==> config.mk <==
export PLATFORM = sky130hd
export DESIGN_NAME = pc_sequencer
export DESIGN_NICKNAME = d
export VERILOG_FILES = /design/src/rtl/pc_sequencer_pkg.sv /design/src/rtl/next_pc_logic.sv /design/src/rtl/pc_sequencer.sv
export SDC_FILE = /design/constraint.sdc
export NUM_CORES = 1
export LEC_CHECK = 0
export ABC_AREA = 1
export BUFFER_PORTS_ARGS = -buffer_cell sky130_fd_sc_hd__buf_2
export CORE_MARGIN = 2
export CORE_UTILIZATION = 40
export CTS_BUF_LIST = sky130_fd_sc_hd__clkbuf_4 sky130_fd_sc_hd__clkbuf_8
export CTS_CLUSTER_DIAMETER = 50
export CTS_CLUSTER_SIZE = 30
export DETAILED_ROUTE_END_ITERATION = 7
export PLACE_DENSITY_LB_ADDON = 0.3
export SLEW_MARGIN = 40
export SYNTH_ARGS = -nofsm -noshare
export SYNTH_HDL_FRONTEND = slang
export SYNTH_SLANG_ARGS = --single-unit
export TNS_END_PERCENT = 30
==> constraint.sdc <==
create_clock -name clock -period 1.93 [get_ports clock]
set_input_delay 0.386 -clock clock [delete_from_list [all_inputs] [get_ports clock]]
set_output_delay 0.386 -clock clock [all_outputs]
set_load 0.01 [all_outputs]
==> src/rtl/pc_sequencer_pkg.sv <==
// Shared types and encodings for the PC sequencer and its next-PC selector.
package pc_sequencer_pkg;

  typedef enum logic [1:0] {
    ST_RUN     = 2'd0,
    ST_WAIT_IN = 2'd1,
    ST_HALTED  = 2'd2
  } seq_state_t;

  // Must stay in step with the control unit's Jump encoding.
  localparam logic [1:0] JUMP_SEQ = 2'b00;
  localparam logic [1:0] JUMP_ABS = 2'b01;
  localparam logic [1:0] JUMP_REG = 2'b10;

endpackage

==> src/rtl/next_pc_logic.sv <==
// Combinational next-PC selection: taken branch, absolute jump, register jump, or pc+1.
module next_pc_logic
  import pc_sequencer_pkg::*;
#(
  parameter int PC_WIDTH = 10
) (
  input  logic [PC_WIDTH-1:0] pc,
  input  logic [1:0]          jump,
  input  logic                branch,
  input  logic                alu_zero,
  input  logic [25:0]         jump_target,
  input  logic [15:0]         branch_offset,
  input  logic [31:0]         jr_addr,
  output logic [PC_WIDTH-1:0] pc_plus1,
  output logic [PC_WIDTH-1:0] next_pc
);

  logic signed [PC_WIDTH-1:0] off_w;
  logic                       unused_hi;

  // Sign-extend (or truncate) the word offset to PC width; the sum wraps mod 2^PC_WIDTH.
  assign off_w     = PC_WIDTH'(signed'(branch_offset));
  assign pc_plus1  = pc + PC_WIDTH'(1);
  assign unused_hi = ^{jump_target[25:PC_WIDTH], jr_addr[31:PC_WIDTH]};

  always_comb begin
    next_pc = pc_plus1;
    if (branch && alu_zero) begin
      next_pc = pc_plus1 + off_w;
    end else begin
      case (jump)
        JUMP_ABS: next_pc = jump_target[PC_WIDTH-1:0];
        JUMP_REG: next_pc = jr_addr[PC_WIDTH-1:0];
        default:  next_pc = pc_plus1;
      endcase
    end
  end

endmodule

==> src/rtl/pc_sequencer.sv <==
// PC register and RUN/WAIT_IN/HALTED sequencing with commit strobe, display latch and retire counter.
module pc_sequencer
  import pc_sequencer_pkg::*;
#(
  parameter int                  PC_WIDTH = 10,
  parameter logic [PC_WIDTH-1:0] RESET_PC = '0
) (
  input  logic                clock,
  input  logic                reset,
  input  logic [1:0]          Jump,
  input  logic                Branch,
  input  logic                alu_zero,
  input  logic                halt,
  input  logic                input_flag,
  input  logic                output_flag,
  input  logic [25:0]         jump_target,
  input  logic [15:0]         branch_offset,
  input  logic [31:0]         jr_addr,
  input  logic                in_valid,
  input  logic [31:0]         out_data,
  output logic [PC_WIDTH-1:0] pc,
  output logic [PC_WIDTH-1:0] pc_plus1,
  output logic                commit,
  output logic                halted,
  output logic [31:0]         display,
  output logic                out_strobe,
  output logic [31:0]         retired
);

  seq_state_t          state, state_nxt;
  logic [PC_WIDTH-1:0] next_pc;

  next_pc_logic #(.PC_WIDTH(PC_WIDTH)) u_next_pc (
    .pc            (pc),
    .jump          (Jump),
    .branch        (Branch),
    .alu_zero      (alu_zero),
    .jump_target   (jump_target),
    .branch_offset (branch_offset),
    .jr_addr       (jr_addr),
    .pc_plus1      (pc_plus1),
    .next_pc       (next_pc)
  );

  assign halted = (state == ST_HALTED);

  always_comb begin
    state_nxt = state;
    commit    = 1'b0;
    case (state)
      ST_RUN: begin
        if (halt) begin
          state_nxt = ST_HALTED;
        end else if (input_flag && !in_valid) begin
          state_nxt = ST_WAIT_IN;
        end else begin
          commit = 1'b1;
        end
      end
      ST_WAIT_IN: begin
        if (in_valid) begin
          commit    = 1'b1;
          state_nxt = ST_RUN;
        end
      end
      ST_HALTED: state_nxt = ST_HALTED;
      default:   state_nxt = ST_RUN;
    endcase
    // No architectural write may slip through on a reset edge.
    if (!reset) begin
      commit = 1'b0;
    end
  end

  // Registered state: PC, FSM, display latch, strobe and retire count.
  always_ff @(posedge clock) begin
    if (!reset) begin
      state      <= ST_RUN;
      pc         <= RESET_PC;
      display    <= '0;
      out_strobe <= 1'b0;
      retired    <= '0;
    end else begin
      state      <= state_nxt;
      out_strobe <= commit && output_flag;
      if (commit) begin
        pc      <= next_pc;
        retired <= retired + 32'd1;
        if (output_flag) begin
          display <= out_data;
        end
      end
    end
  end

endmodule

==> results.tsv, run 1 <==
metric	value	unit
GRT Util Overall	20.78	%
critical path class	reg -> reg	
vias in the first global route	4548	
min Tclk post-route	2.022	ns
GRT overflow	0	
Crit Path Max Fanout	4	
chip height	112.2	microns
Mapped Area	4684	sq um
status	finished, violations left	
WHS Path Cells	3	
non-filler cells, final	1041	
cts bufs inserted	9	
num rows	39	
die width	112.2	microns
sequential-to-total area share from yosys stat	32.91	%
fin nets	1023	
Final Max Tran Viols	0	
setup slack at placement	-0.1123	ns
Worst Path Arrival	2.26	ns
Total Wirelength	13280	microns
clk root buf	clkbuf_8	
Hold Path End	display[12]	
crit path from	pc[1]	
period utilization	104.8	%
Post-Syn Instances	704	
antenna violations before repair	0	
Post-Place Cells	1021	
DRT antenna net count	0	
layout overhead on the synthesized area	36.81	%
CP Cell Sequence	ha_4 > nand3_4 > nor2_4 > a21oi_2 > a21oi_4 > ha_4 > nand2_2 > inv_2 > a21oi_2 > nand3_1 > nand2_1 > nor2_1 > nor2_1 > nor2_1	
Remaining DRCs	0	
n_diodes	0	
Crit Reg-Reg Endpoint	pc[8]	
Clk Latency, worst-skew pair	0.36	ns
Fin. Hold Viols	0	
Power Total	3.946	mW
Max Freq	0.4946	GHz
Startpoint Class	flip-flop	
syn_area_per_cell	6.654	sq um
Total Die Area	12590	sq um
CP delay by family, top	simple AND/OR/NAND/NOR gates	
RSZ-0062 raised after global routing	yes	
Vias/cell	4.891	
Pre-Repair DR Iteration Count	5	
R2R depth	14	
Initial Util	41.03	%
Min-Delay Path Class	in -> reg	
leakage	2.864	nW
Syn. warnings	0	
most used cell, CP	nor2_1	
Critical path buffers and inverters	1	
largest net degree at the start of global routing	34	
final setup violation count	8	
io pins	203	
Longest Clk Path Bufs	2	
failing checks	negative setup slack	
area fraction of the dominant cell type after synthesis	32.91	%
Placer Congestion	0.9369	
Yosys top cell by area	dfxtp_1	
Final TNS setup	-0.4373	ns
Post-Syn Nets	834	
Clk pin slew, worst setup/hold paths	0.08	ns
Non-Filler Cell Area, Final	6409	sq um
first-pass GRT wire length	21330	microns
DR WL/cell	12.76	microns
clk sinks	77	
initial drt markers	252	
Cell variety after synth	34	
number of synthesized flops with an enable pin	0	
Worst Max-Slew Pin Slew	0.3958	ns
clk_skew	0.01729	ns
htree depth	3	
Worst Path Required	2.17	ns
worst reg-to-reg setup slack	-0.09	ns
CTS tree	built	
Max Cap Viol	0	
Max IR drop VDD	0.3838	mV
pwr/cell area	615.7	nW/um^2
Synth async-reset ratio	0	%
Top FF cell, synth	dfxtp_1	
# fillers	1128	
largest stage delay on the critical path	0.39	ns
CP max stage cell	dfxtp_4	
dpl hpwl	10240	microns
Post-DP Area	5987	sq um
slew margin rel.	73.41	%
PortBufs	158	
via count	5092	
hold_sp	out_data[12]	
setup ws final	-0.09174	ns
reg2reg start	pc[1]	
synth top area cells	dfxtp_1, nand2_1, a21oi_1, a21oi_2, inv_1	
Seq cells post-synth	77	
Worst Setup End Kind	flip-flop	
Core Region	11420	sq um
layout cell share with drive strength beyond 1	37.86	%
==> per-stage QoR <==
stage	hold slack [ns]	utilization, %
final	0.2645	56.13
after global routing	0.2525	56.13
after CTS	0.2414	55.31
after detailed placement	0.4534	52.43
after global placement	0.4546	52.43
after floorplan	0.4827	-
==> sequential cells by signal, indices dropped and copies added (netlist names) <==
signal      flops
display        32
out_strobe      1
pc             10
retired        32
state           2
==> cell usage after synthesis, types with 4 or more instances <==
master / n
a22o_1: 8
ha_1: 13
nand3b_1: 5
dfxtp_1: 77
nor3_1: 14
nand3_1: 41
a21oi_2: 29
xor2_1: 11
buf_2: 6
nor2_1: 57
o21ai_0: 27
clkbuf_1: 10
nand2_1: 219
inv_1: 65
nor2_2: 4
nand2_2: 29
a21oi_1: 56
==> repair_timing <==
action / in CTS / in global routing
endpoints found under the setup margin: 10 / 14
setup buffers: 2 / 2
gates cloned: 0 / 0
hold buffers: 0 / 0
pin swaps: 16 / 20
gates resized for setup: 17 / 21
==> metal layers <==
layer,part of all wire (%),track usage (%)
met3,6.4,4.158
met1,46,27.61
met2,45,33.41
met5,0,0
met4,2.1,8.049
==> placed cells by master (no fill, tap or decap), types with 8 or more instances in the layout <==
master / netlist / layout
clkbuf_8: 0 / 10
inv_2: 3 / 8
a22o_1: 8 / 8
nand2_2: 29 / 36
inv_1: 65 / 60
dfxtp_1: 77 / 71
nor2_1: 57 / 54
buf_2: 6 / 157
nand2_1: 219 / 212
o21ai_0: 27 / 26
a21oi_2: 29 / 37
a21oi_1: 56 / 47
buf_4: 3 / 38
nor3_1: 14 / 14
nand3_1: 41 / 35
==> worst max path at each step <==
stage               slack (ns)  endpoint  cells past startpoint
floorplan               -0.006     pc[8]                     14
global placement          -0.1     pc[8]                     13
detailed placement       -0.11     pc[5]                     11
CTS                      -0.07     pc[9]                     14
global route             -0.22     pc[8]                     13
finish                   -0.09     pc[8]                     14
==> area by class of cell <==
type / count / area, sq um / area share (%)
multi-input combinational: 534 / 3000 / 46.82
sequential: 77 / 1556 / 24.29
timing repair buffer: 201 / 1165 / 18.18
inverter: 70 / 280.3 / 4.373
tap: 143 / 178.9 / 2.792
clock buffer: 11 / 145.1 / 2.265
clock inverter: 5 / 82.58 / 1.289
==> power breakdown <==
group,internal [mW],switching (mW)
clock network,0.783,0.628
logic,0.387,0.479
registers,1.63,0.0354
==> cells by family (layout without fill, tap and decap cells) <==
kind of cell	after synthesis	in the layout	share of synthesized area, %
AND/OR/NAND/NOR	379	379	35.12
AO/OA/AOI/OAI	130	130	17.28
buffers and inverters	93	287	8.734
flip-flops	77	77	32.91
adder cells (fa/ha/maj)	14	14	3.900
XOR/XNOR	11	11	2.057
==> worst min-delay path, delay by kind of cell <==
kind | cells | cell delay, ns
AOI/OAI and AO/OA | 1 | 0.04
buffers and inverters | 1 | 0.10
and+or+nand+nor | 1 | 0.06
(Power assumes the default switching activity.)
==> inputs of run 2 (changes only) <==
--- a/config.mk
+++ b/config.mk
@@ -7,12 +7,14 @@
 export LEC_CHECK = 0
 export ABC_AREA = 1
 export BUFFER_PORTS_ARGS = -buffer_cell sky130_fd_sc_hd__buf_2
+export CORE_ASPECT_RATIO = 0.7
 export CORE_MARGIN = 2
 export CORE_UTILIZATION = 40
 export CTS_BUF_LIST = sky130_fd_sc_hd__clkbuf_4 sky130_fd_sc_hd__clkbuf_8
 export CTS_CLUSTER_DIAMETER = 50
 export CTS_CLUSTER_SIZE = 30
 export DETAILED_ROUTE_END_ITERATION = 7
+export MAX_ROUTING_LAYER = met4
 export PLACE_DENSITY_LB_ADDON = 0.3
 export SLEW_MARGIN = 40
 export SYNTH_ARGS = -nofsm -noshare
==> run 2 against run 1 <==
Compared with the run above:
- the flow still finishes with violations (negative setup slack)
- core utilization down 0.74 points
- critical path type is now reg -> out
- combinational power increased by 3.2%
- sequential power hardly changed
- setup slack worse by 0.018 ns
- sequential share of layout area about the same
- first-iteration DRC count up 24%
- largest power group unchanged
- hold slack worse by 0.0013 ns
- non-clock buffer count decreased by 4
- critical path depth shrank 7
- maximum frequency shrank 0.90%
==> results.tsv, run 2 (synthesis gave the netlist of run 1 again) <==
metric	value	unit	change
status	finished, violations left		
failing checks	negative setup slack		
Hold Path End	display[21]		
RSZ-0062 raised after global routing	yes		
Max Cap Viol	0		unchanged
num rows	33		-15%
CTS tree	built		
Remaining DRCs	0		unchanged
dpl hpwl	10260	microns	+0.26%
most common cell after layout, fill and taps aside	nand2_1		
Worst Setup End Kind	output port		
reg2reg start	pc[1]		
met2 WL post-DR	5666	microns	-6.2%
Min-Delay Path Class	in -> reg		
period utilization	105.7	%	+0.95 points
Final Max Tran Viols	0		unchanged
clk_skew	0.01154	ns	-0.005753 ns
hold_buf cts	0		unchanged
Fin. Hold Viols	0		unchanged
cts bufs inserted	9		unchanged
Clk Latency, worst-skew pair	0.36	ns	about the same
first-pass GRT wire length	22000	microns	+3.1%
final setup violation count	9		+1
hold_sp	out_data[21]		
Post-Place Cells	1033		+1.2%
die width	133.3	microns	+19%
worst reg-to-reg setup slack	-0.11	ns	-0.02 ns
clk root buf	clkbuf_8		
clk sinks	77		unchanged
Max Freq	0.4902	GHz	-0.90%
PortBufs	158		unchanged
initial drt markers	313		+24%
top sig layer	met4		
R2R depth	14		unchanged
most frequent cells in the layout	nand2_1, buf_2, dfxtp_1		
Worst Path Required	1.54	ns	-0.63 ns
DRT antenna net count	0		unchanged
slew margin rel.	73.37	%	about the same
fin nets	1019		-0.39%
Total Die Area	12610	sq um	+0.10%
largest net degree at the start of global routing	53		+56%
chip height	94.54	microns	-16%
Longest Clk Path Bufs	2		unchanged
Core Region	11560	sq um	+1.2%
Pre-Repair DR Iteration Count	5		unchanged
pwr/cell area	611.2	nW/um^2	-0.72%
Clk pin slew, worst setup/hold paths	0.08	ns	about the same
WHS	0.2633	ns	-0.001261 ns
non-filler cells, final	1051		+0.96%
Worst Max-Slew Pin Slew	0.3964	ns	+0.0005575 ns
critical path class	reg -> out		
most used cell, CP	nand2_1		
antenna violations before repair	0		unchanged
final core occ	55.39	%	-0.74 points
CP max stage cell	dfxtp_1		
biggest regs	display: 32 flops, retired: 32 flops, pc: 10 flops		
DR WL/cell	12.88	microns	+0.94%
GRT Util Overall	22.33	%	+1.5 points
crit path from	pc[7]		
metal3 WL	1026	microns	+21%
Max IR drop VDD	0.3680	mV	-4.1%
n_diodes	0		unchanged
Final TNS setup	-0.5860	ns	-0.1486 ns
htree depth	3		unchanged
Initial Util	40.52	%	-0.51 points
Crit Path Max Fanout	5		+1
leakage	2.829	nW	-1.2%
layout overhead on the synthesized area	36.70	%	about the same
largest stage delay on the critical path	0.47	ns	+0.08 ns
Worst Path Arrival	1.65	ns	-0.61 ns
Total Wirelength	13540	microns	+1.9%
# fillers	1126		-0.18%
via count	5085		-0.14%
Placer Congestion	1.014		+8.3%
CP Cell Sequence	nand2_1 > nor2_1 > buf_4 > nand2_1 > nand2_1 > nand2_1 > buf_2		
io pins	203		unchanged
M1 WL	6700	microns	+9.5%
GRT overflow	0		unchanged
min Tclk post-route	2.040	ns	+0.01840 ns
vias in the first global route	4586		+0.84%
setup ws final	-0.1101	ns	-0.01840 ns
Vias/cell	4.838		-1.1%
Crit Reg-Reg Endpoint	pc[9]		
Startpoint Class	flip-flop		
WHS Path Cells	3		unchanged
layout cell share with drive strength beyond 1	38.03	%	+0.17 points
run 2: cell count changes in the layout (fill, tap and decap cells not counted), sizes merged:
cell	previous run	this run
clkbuf	11	9
clkinv	4	5
clkinvlp	0	1
buf	201	197
run 2: report_power, final:
part           internal, mW  switching (mW)  total, mW
Sequential             1.63          0.0390       1.67
Clock                 0.722           0.626       1.35
Combinational         0.392           0.501      0.893
run 2: area by class of cell:
cell class / count / area [sq um] / share of cell area, %
Multi-Input combinational cell: 534 / 3042 / 47.50
Clock buffer: 9 / 123.9 / 1.934
Timing Repair Buffer: 197 / 1116 / 17.43
Tap cell: 157 / 196.4 / 3.068
Clock inverter: 7 / 88.84 / 1.387
Inverter: 70 / 280.3 / 4.377
Sequential cell: 77 / 1556 / 24.31
run 2: repair_timing:
item	4_1_cts	5_1_grt
gates resized for setup	20	30
pin swaps	17	10
setup endpoints to repair	10	14
setup buffers	1	1
run 2: worst max-delay path by stage:
stage	slack, ns	end	depth (start not counted)
2_1_floorplan	-0.006	pc[8]	14
3_3_place_gp	-0.10	pc[9]	15
3_5_place_dp	-0.18	pc[9]	15
4_1_cts	-0.11	pc_plus1[6]	7
5_1_grt	-0.24	pc[9]	14
6_report	-0.11	pc_plus1[9]	7
run 2: worst max-delay path: cells and delay by family, from the launching register on:
| kind | cells | cell delay (ns) |
|---|---|---|
| and+or+nand+nor | 5 | 0.52 |
| DFF | 1 | 0.47 |
| buffers and inverters | 2 | 0.30 |
run 2: routing by layer:
metal  track usage (%)  up-vias
met1             31.04     2268
met4             5.230        0
li1                  -     2634
met3             5.958       11
met5                 -        -
met2             32.26      172
run 2: per-stage QoR:
stage               cell area (sq um)  power (mW)  worst slack [ns]
finish                           6404       3.914           -0.1101
global route                     6404       4.080           -0.2411
CTS                              6264       3.863           -0.1134
detailed placement               5964       2.489           -0.1827
global placement                 5964       2.484           -0.1005
floorplan                        4826       2.160         -0.006152
